==> src/rtl/id_ex_reg.sv <==
// ---------------------------------------------------------------------------
// id_ex_reg
//
// ID/EX pipeline register that feeds the EX-stage ALU. It registers the
// decoded ID fields and forwards EX/MEM and MEM/WB results onto the
// registered operands. It picks the immediate for operand B, and it detects
// load-use hazards.
//
// Valid semantics: the ID stage presents one instruction per cycle, qualified
// by id_valid. There is no ready signal going back into ID. Instead, lu_stall
// tells upstream to hold PC and IF/ID, and this stage loads a bubble in the
// same cycle. EX holds a real instruction exactly when ex_valid is 1.
//
// Ports
//   clk, rst               clock (rising edge), synchronous active-high reset
//   id_*                   decoded instruction fields from ID
//   flush                  squash the ID instruction (branch/jump redirect)
//   exmem_*, memwb_*       forwarding / write-through sources
//   lu_stall               combinational load-use stall request
//   ex_*                   registered EX fields and forwarded ALU operands
// ---------------------------------------------------------------------------
module id_ex_reg #(
  parameter int W  = 32,
  parameter int RW = 5
) (
  input  logic          clk,
  input  logic          rst,
  input  logic          id_valid,
  input  logic [W-1:0]  id_pc,
  input  logic [W-1:0]  id_rs_data,
  input  logic [W-1:0]  id_rt_data,
  input  logic [W-1:0]  id_imm,
  input  logic [RW-1:0] id_rs,
  input  logic [RW-1:0] id_rt,
  input  logic [RW-1:0] id_wreg,
  input  logic [4:0]    id_shamt,
  input  logic [4:0]    id_aluop,
  input  logic          id_alusrc,
  input  logic          id_checkover,
  input  logic          id_regwrite,
  input  logic          id_memread,
  input  logic          id_memwrite,
  input  logic          id_memtoreg,
  input  logic          flush,
  input  logic          exmem_regwrite,
  input  logic [RW-1:0] exmem_wreg,
  input  logic [W-1:0]  exmem_result,
  input  logic          memwb_regwrite,
  input  logic [RW-1:0] memwb_wreg,
  input  logic [W-1:0]  memwb_data,
  output logic          lu_stall,
  output logic          ex_valid,
  output logic [W-1:0]  ex_pc,
  output logic [4:0]    ex_aluop,
  output logic [4:0]    ex_shamt,
  output logic          ex_checkover,
  output logic [W-1:0]  ex_dataa,
  output logic [W-1:0]  ex_datab,
  output logic [W-1:0]  ex_store_data,
  output logic [RW-1:0] ex_wreg,
  output logic          ex_regwrite,
  output logic          ex_memread,
  output logic          ex_memwrite,
  output logic          ex_memtoreg
);

  // Registered EX state
  logic          valid_q;
  logic [W-1:0]  pc_q;
  logic [4:0]    aluop_q;
  logic [4:0]    shamt_q;
  logic          checkover_q;
  logic          alusrc_q;
  logic [W-1:0]  rs_data_q;
  logic [W-1:0]  rt_data_q;
  logic [W-1:0]  imm_q;
  logic [RW-1:0] rs_q;
  logic [RW-1:0] rt_q;
  logic [RW-1:0] wreg_q;
  logic          regwrite_q;
  logic          memread_q;
  logic          memwrite_q;
  logic          memtoreg_q;

  logic [W-1:0]  rs_capture;
  logic [W-1:0]  rt_capture;
  logic [W-1:0]  fwd_rs;
  logic [W-1:0]  fwd_rt;
  logic          bubble;

  // A load in EX whose destination is read by the ID instruction cannot be
  // forwarded in time, so ID must wait one cycle. Reset masks the request so
  // that stale EX state cannot freeze the front end while reset is applied.
  assign lu_stall = !rst && id_valid && valid_q && memread_q &&
                    (wreg_q != '0) && ((wreg_q == id_rs) || (wreg_q == id_rt));

  assign bubble = rst || flush || lu_stall;

  // The register file is written in the same cycle it is read. Capture the
  // MEM/WB value directly so that the write is not lost between stages.
  assign rs_capture = (memwb_regwrite && (memwb_wreg == id_rs) && (id_rs != '0))
                      ? memwb_data : id_rs_data;
  assign rt_capture = (memwb_regwrite && (memwb_wreg == id_rt) && (id_rt != '0))
                      ? memwb_data : id_rt_data;

  always_ff @(posedge clk) begin
    if (bubble) begin
      valid_q     <= 1'b0;
      pc_q        <= '0;
      aluop_q     <= '0;
      shamt_q     <= '0;
      checkover_q <= 1'b0;
      alusrc_q    <= 1'b0;
      rs_data_q   <= '0;
      rt_data_q   <= '0;
      imm_q       <= '0;
      rs_q        <= '0;
      rt_q        <= '0;
      wreg_q      <= '0;
      regwrite_q  <= 1'b0;
      memread_q   <= 1'b0;
      memwrite_q  <= 1'b0;
      memtoreg_q  <= 1'b0;
    end else begin
      valid_q     <= id_valid;
      pc_q        <= id_pc;
      aluop_q     <= id_aluop;
      shamt_q     <= id_shamt;
      checkover_q <= id_checkover && id_valid;
      alusrc_q    <= id_alusrc;
      rs_data_q   <= rs_capture;
      rt_data_q   <= rt_capture;
      imm_q       <= id_imm;
      rs_q        <= id_rs;
      rt_q        <= id_rt;
      wreg_q      <= id_wreg;
      // A non-instruction in ID must never produce side effects downstream.
      regwrite_q  <= id_regwrite && id_valid;
      memread_q   <= id_memread && id_valid;
      memwrite_q  <= id_memwrite && id_valid;
      memtoreg_q  <= id_memtoreg && id_valid;
    end
  end

  // EX/MEM is the younger result, so it wins over MEM/WB. Register 0 is
  // hard-wired to zero and is never forwarded.
  always_comb begin
    fwd_rs = rs_data_q;
    if (rs_q == '0) begin
      fwd_rs = '0;
    end else if (exmem_regwrite && (exmem_wreg == rs_q)) begin
      fwd_rs = exmem_result;
    end else if (memwb_regwrite && (memwb_wreg == rs_q)) begin
      fwd_rs = memwb_data;
    end
  end

  always_comb begin
    fwd_rt = rt_data_q;
    if (rt_q == '0) begin
      fwd_rt = '0;
    end else if (exmem_regwrite && (exmem_wreg == rt_q)) begin
      fwd_rt = exmem_result;
    end else if (memwb_regwrite && (memwb_wreg == rt_q)) begin
      fwd_rt = memwb_data;
    end
  end

  assign ex_valid      = valid_q;
  assign ex_pc         = pc_q;
  assign ex_aluop      = aluop_q;
  assign ex_shamt      = shamt_q;
  assign ex_checkover  = checkover_q;
  assign ex_dataa      = fwd_rs;
  assign ex_datab      = alusrc_q ? imm_q : fwd_rt;
  assign ex_store_data = fwd_rt;
  assign ex_wreg       = wreg_q;
  assign ex_regwrite   = regwrite_q;
  assign ex_memread    = memread_q;
  assign ex_memwrite   = memwrite_q;
  assign ex_memtoreg   = memtoreg_q;

endmodule

==> config.mk <==
export PLATFORM = sky130hd
export DESIGN_NAME = id_ex_reg
export DESIGN_NICKNAME = d
export VERILOG_FILES = /design/src/rtl/id_ex_reg.sv
export SDC_FILE = /design/constraint.sdc
export NUM_CORES = 1
export LEC_CHECK = 0
export ABC_CLOCK_PERIOD_IN_PS = 2000
export CORE_ASPECT_RATIO = 0.8
export CORE_MARGIN = 3
export CORE_UTILIZATION = 36
export CTS_CLUSTER_DIAMETER = 120
export DETAILED_ROUTE_END_ITERATION = 8
export GPL_ROUTABILITY_DRIVEN = 1
export GPL_TIMING_DRIVEN = 0
export MAX_ROUTING_LAYER = met4
export PLACE_DENSITY = 0.76
export SYNTH_ARGS = -nofsm -noshare
export SYNTH_HDL_FRONTEND = slang
export SYNTH_SLANG_ARGS = --single-unit
==> constraint.sdc <==
create_clock -name clk -period 2 [get_ports clk]
set_clock_uncertainty 0.15 [all_clocks]
set_input_delay 0.2 -clock clk [delete_from_list [all_inputs] [get_ports clk]]
set_output_delay 0.2 -clock clk [all_outputs]
set_load 0.05 [all_outputs]
# Word-level counts from Yosys, hierarchy flattened
# Cells that the tools add are included.
dict set report word_totals {
  register_bits 160
  output_inout_bits 150
  word_cells 60
}
dict set report classes {
  n_eq_ne 8
  muxes 9
  n_reduce_logical 27
}
# cell count
set ops {}
lappend ops {{$mux W32} 9}
lappend ops {{$eq A5 B5 Y1} 8}
lappend ops {{$logic_and A1 B1 Y1} 18}
lappend ops {{$reduce_bool A5 Y1} 3}
lappend ops {{$logic_not A5 Y1} 2}
lappend ops {{$logic_or A1 B1 Y1} 3}
lappend ops {{$logic_not A1 Y1} 1}

# Longest topological paths before layout
dict set report logic_depth {
  ltp_word 7
  mapped_depth 8
  mapped_depth_nobuf 5
}

# Worst setup path after synthesis
# No wires, ideal clock.
dict set report synth_path {
  path_kind {register -> output}
  startpoint {register rs_q[2]}
  endpoint {output port ex_dataa[28]}
  arrival_ns 2.513
  required_ns 1.650
  slack_ns -0.863
  path_stages_with_launch 6
  path_buffers 1
  cell_sequence {dfxtp_1 > xor2_1 > nor4_1 > nand3_1 > buf_1 > a211oi_1}
}
dict set report synth_between {
  elab_chain_len 5
}
# element line
set synth_lines {}
lappend synth_lines {{start, declared} 77} ;# logic [RW-1:0] rs_q;
lappend synth_lines {{start signal, assigned} 134} ;# rs_q <= id_rs;
lappend synth_lines {{$eq A5 B5 Y1} 153} ;# end else if (memwb_regwrite && (memwb_wreg == rs_q)) begin
lappend synth_lines {{$logic_and A1 B1 Y1} 153}
lappend synth_lines {{$mux W32} 153}
lappend synth_lines {{$mux W32} 151} ;# end else if (exmem_regwrite && (exmem_wreg == rs_q)) begin
lappend synth_lines {{$mux W32 *} 149} ;# if (rs_q == '0) begin
lappend synth_lines {{end, declared} 57} ;# output logic [W-1:0] ex_dataa,
# Mark *: on every way between the ends. The rest lies on a longest branch, timed or not.

# Final worst setup path
dict set report layout_path {
  startpoint {register rs_q[0]}
  endpoint {output port ex_dataa[18]}
}
# Same word-level chain as after synthesis.

==> out/metrics.yaml <==
critical_path:
  cp-start-kind: "flip-flop"
  path_class: "reg -> out"
  required_ps: 1650
  crit_arrival_ps: 2550
  crit_chain: "xor2_1 -> nor4_1 -> and3_1 -> buf_6 -> buf_6 -> buf_12 -> buf_12 -> buf_12 -> mux2i_4 -> a211oi_4 -> buf_6"
  cp_max_fo: 4
  cpLargestDelayFamily: "buffers and inverters"
  crit_buf_inv: 6
  slowest_stage: "dfxtp_4"
  end_kind: "output port"
  critPathMaxStageDelay_ps: 350
logic_synthesis:
  synth-simple-area-share_pct: 24.5
  yosys.cell_types.count: 34
  synth.avg_cell_area_um2: 9.52
  synthCells: 815
  synth_fp_nets: 1054
  synth_xor_area_share_pct: 4.29
  ys_warn_count: 0
  syn-cell-area_um2: 7760
  ys_ff_latch: 160
  muxShareOfSynthArea_pct: 12.4
  synth_top_family_by_area: "simple AND/OR/NAND/NOR gates"
  synth_compound_gate_area_share_pct: 12.1
  synth_fa_ha_area_share_pct: 0
  yosysSeqAreaShare_pct: 41.3
timing:
  tightest_slew_ps: 621
  hold_violations: 0
  fin_ws_ps: -898
  slew_violations: 0
  max_freq_mhz: 345
  period_needed_ps: 2900
  period_share_pct: 145
  grt_setup_unrepaired: "yes"
  finalSetupViolCount: 98
  relSlewSlack_pct: 58.7
  setup_tns_ps: -65210
detailed_routing:
  drtAntennaViolNets: 0
  firstDrtPassIters: 5
  drc: 0
  num_vias: 8373
  via_per_inst: 5.19
  wl_um: 38500
  post_drt_wl_per_cell_um: 23.9
  drt_iter0_markers: 432
global_routing:
  antenna_found_initial: 2
  grtUsageTotal_pct: 31.8
  grt_max_degree: 20
  grt_pass1_wl_um: 53200
  grt.overflow.total: 0
  grt_pass1_vias: 8856
finish:
  synthToLayoutAreaGrowth_pct: 117
  ff_latch_area_um2: 3230
  multi_input_area_um2: 6450
  drive_above_1_share_pct: 47.7
  fillers: 1227
  fin_nets: 1566
floorplanning:
  placeableCoreArea_um2: 20900
  die_h_um: 137
  ios: 389
  chipWidth_um: 170
  start_util_pct: 37.1
  die-area_um2: 23400
  fp-row-count: 47
placement:
  io_buffers: 384
  post-dp-hpwl_um: 25000
  gp_congestion: 0.850
cts:
  tritoncts: "built"
  cts_num_sinks: 160
  cts-root-buf: "clkbuf_16"
  clk_path_buf_depth: 2
  clkTransAtPathRegs_ps: 80
  cts_inserted_buffers: 17
  clk_latency_ps: 440
  ctsHoldBuffers: 0
  cts_htree_levels: 4
run:
  maxCapViolations: 0
outcome:
  outcome: "finished with violations"
  violations: "negative setup slack"
pwr:
  vdd_drop_max_v: 0.000561
  power_leakage_uw: 0.00618
  p_per_area_nw_per_um2: 581
  finalPower_uw: 9780
hold_path:
  min_path_type: "in -> reg"
==> worst paths after layout <==
kind                    startpoint                        to  slack (ps)  depth (start not counted)
max             rs_q[0]$_SDFF_PP0_              ex_dataa[18]        -900                         11
min                     id_wreg[1]     ex_wreg[1]$_SDFF_PP0_         150                          2
max reg2reg  ex_wreg[1]$_SDFF_PP0_  rt_data_q[30]$_SDFF_PP0_          50                          7
min reg2reg  ex_wreg[0]$_SDFF_PP0_    ex_shamt[0]$_SDFF_PP0_         950                          5
==> through the flow <==
step	hold WS (ps)	cells	util, %	setup slack [ps]	cell area (um^2)
4_1_cts	134	1570	77.5	-953	16200
3_3_place_gp	612	1468	63.7	-1560	13300
2_1_floorplan	172	815	-	-178	9160
3_5_place_dp	612	1468	63.7	-1570	13300
5_1_grt	149	1611	80.5	-949	16800
6_report	151	1612	80.5	-898	16800
==> flip-flops by register name, indices dropped and copies added, names as in the netlist, 5 cells and up <==
name and count:
rt_data_q 32, ex_wreg 5, rs_data_q 32, rt_q 5, ex_pc 32, rs_q 5, imm_q 32, ex_aluop 5
ex_shamt 5
==> cell usage after synthesis <==
cell type / number / area (um^2)
nand4_1: 1 / 6.26
a211oi_4: 2 / 40.0
buf_8: 8 / 120
o21a_2: 1 / 8.76
nor2_1: 76 / 285
xor2_1: 20 / 175
dfxtp_1: 160 / 3200
nor4_2: 1 / 12.5
buf_1: 1 / 3.75
and3_1: 38 / 238
nor2_2: 60 / 375
clkbuf_1: 29 / 109
xnor2_1: 18 / 158
nor4_1: 2 / 12.5
nor3_1: 34 / 170
o21ai_2: 2 / 17.5
mux2i_1: 96 / 961
and4_1: 1 / 8.76
buf_4: 8 / 60.1
a211oi_1: 35 / 263
buf_12: 1 / 20.0
o31ai_1: 32 / 240
or3_4: 2 / 22.5
a22oi_1: 1 / 7.51
buf_6: 2 / 22.5
buf_2: 17 / 85.1
and2_1: 91 / 569
or4_1: 3 / 22.5
a211oi_2: 29 / 363
or2_1: 1 / 6.26
nand2_1: 38 / 143
nand3_1: 3 / 15.0
and4b_1: 1 / 10.0
or2_2: 1 / 6.26
==> cells by family (layout without fill, tap and decap cells) <==
group | Yosys count | count (layout)
compound gates | 102 | 102
simple gates | 353 | 353
other cells | 0 | 3
flops | 160 | 160
buf+inv | 66 | 591
mux | 96 | 96
xor+xnor | 38 | 38
==> layer usage <==
metal	vias to the layer above	track usage, %	routed length [um]
met5	-	-	0
met4	0	12.8	1070
met3	76	8.38	2630
met2	366	55.6	20200
met1	4135	34.6	14600
li1	3796	-	-
==> layout make-up <==
| cell class | instances | share of cell area [%] |
|---|---|---|
| Buffer | 63 | 4.98 |
| Clock inverter | 15 | 1.29 |
| Clock buffer | 17 | 2.53 |
| Timing Repair Buffer | 496 | 31.7 |
| Tap cell | 269 | 2.00 |
| Antenna cell | 3 | 0.0446 |
| Sequential cell | 160 | 19.2 |
| Multi-Input combinational cell | 589 | 38.3 |
==> power by group <==
part / internal [uW] / switching, uW / leakage (uW)
registers: 3310 / 77.8 / 0.00132
logic: 1350 / 1520 / 0.00455
clock network: 1830 / 1690 / 0.000309
==> repair_timing <==
| item | CTS | global route |
|---|---|---|
| setup buffers | 63 | 46 |
| gates cloned | 9 | 2 |
| endpoints found under the setup margin | 233 | 229 |
| gates resized for setup | 970 | 91 |
| pin swaps | 50 | 63 |
==> placed cells by master (no fill, tap or decap), types with 3 or more instances in the layout <==
master and count:
buf_4 47, dfxtp_2 9, clkdlybuf4s50_1 279, a211oi_4 66
dfxtp_4 5, and2_4 3, buf_8 21, mux2i_1 63
nor2_1 30, xnor2_1 13, nor2_2 88, and2_1 88
mux2i_4 30, nor2_4 18, dfxtp_1 146, clkbuf_2 7
clkinv_8 7, buf_12 28, mux2i_2 3, xor2_1 19
o31ai_4 32, buf_6 147, diode_2 3, clkbuf_8 6
and3_1 8, nand2_1 36, and3_4 30, dlygate4sd2_1 7
xnor2_2 5, nor3_4 31, clkbuf_16 26
Power figures use the tool's default switching activity.
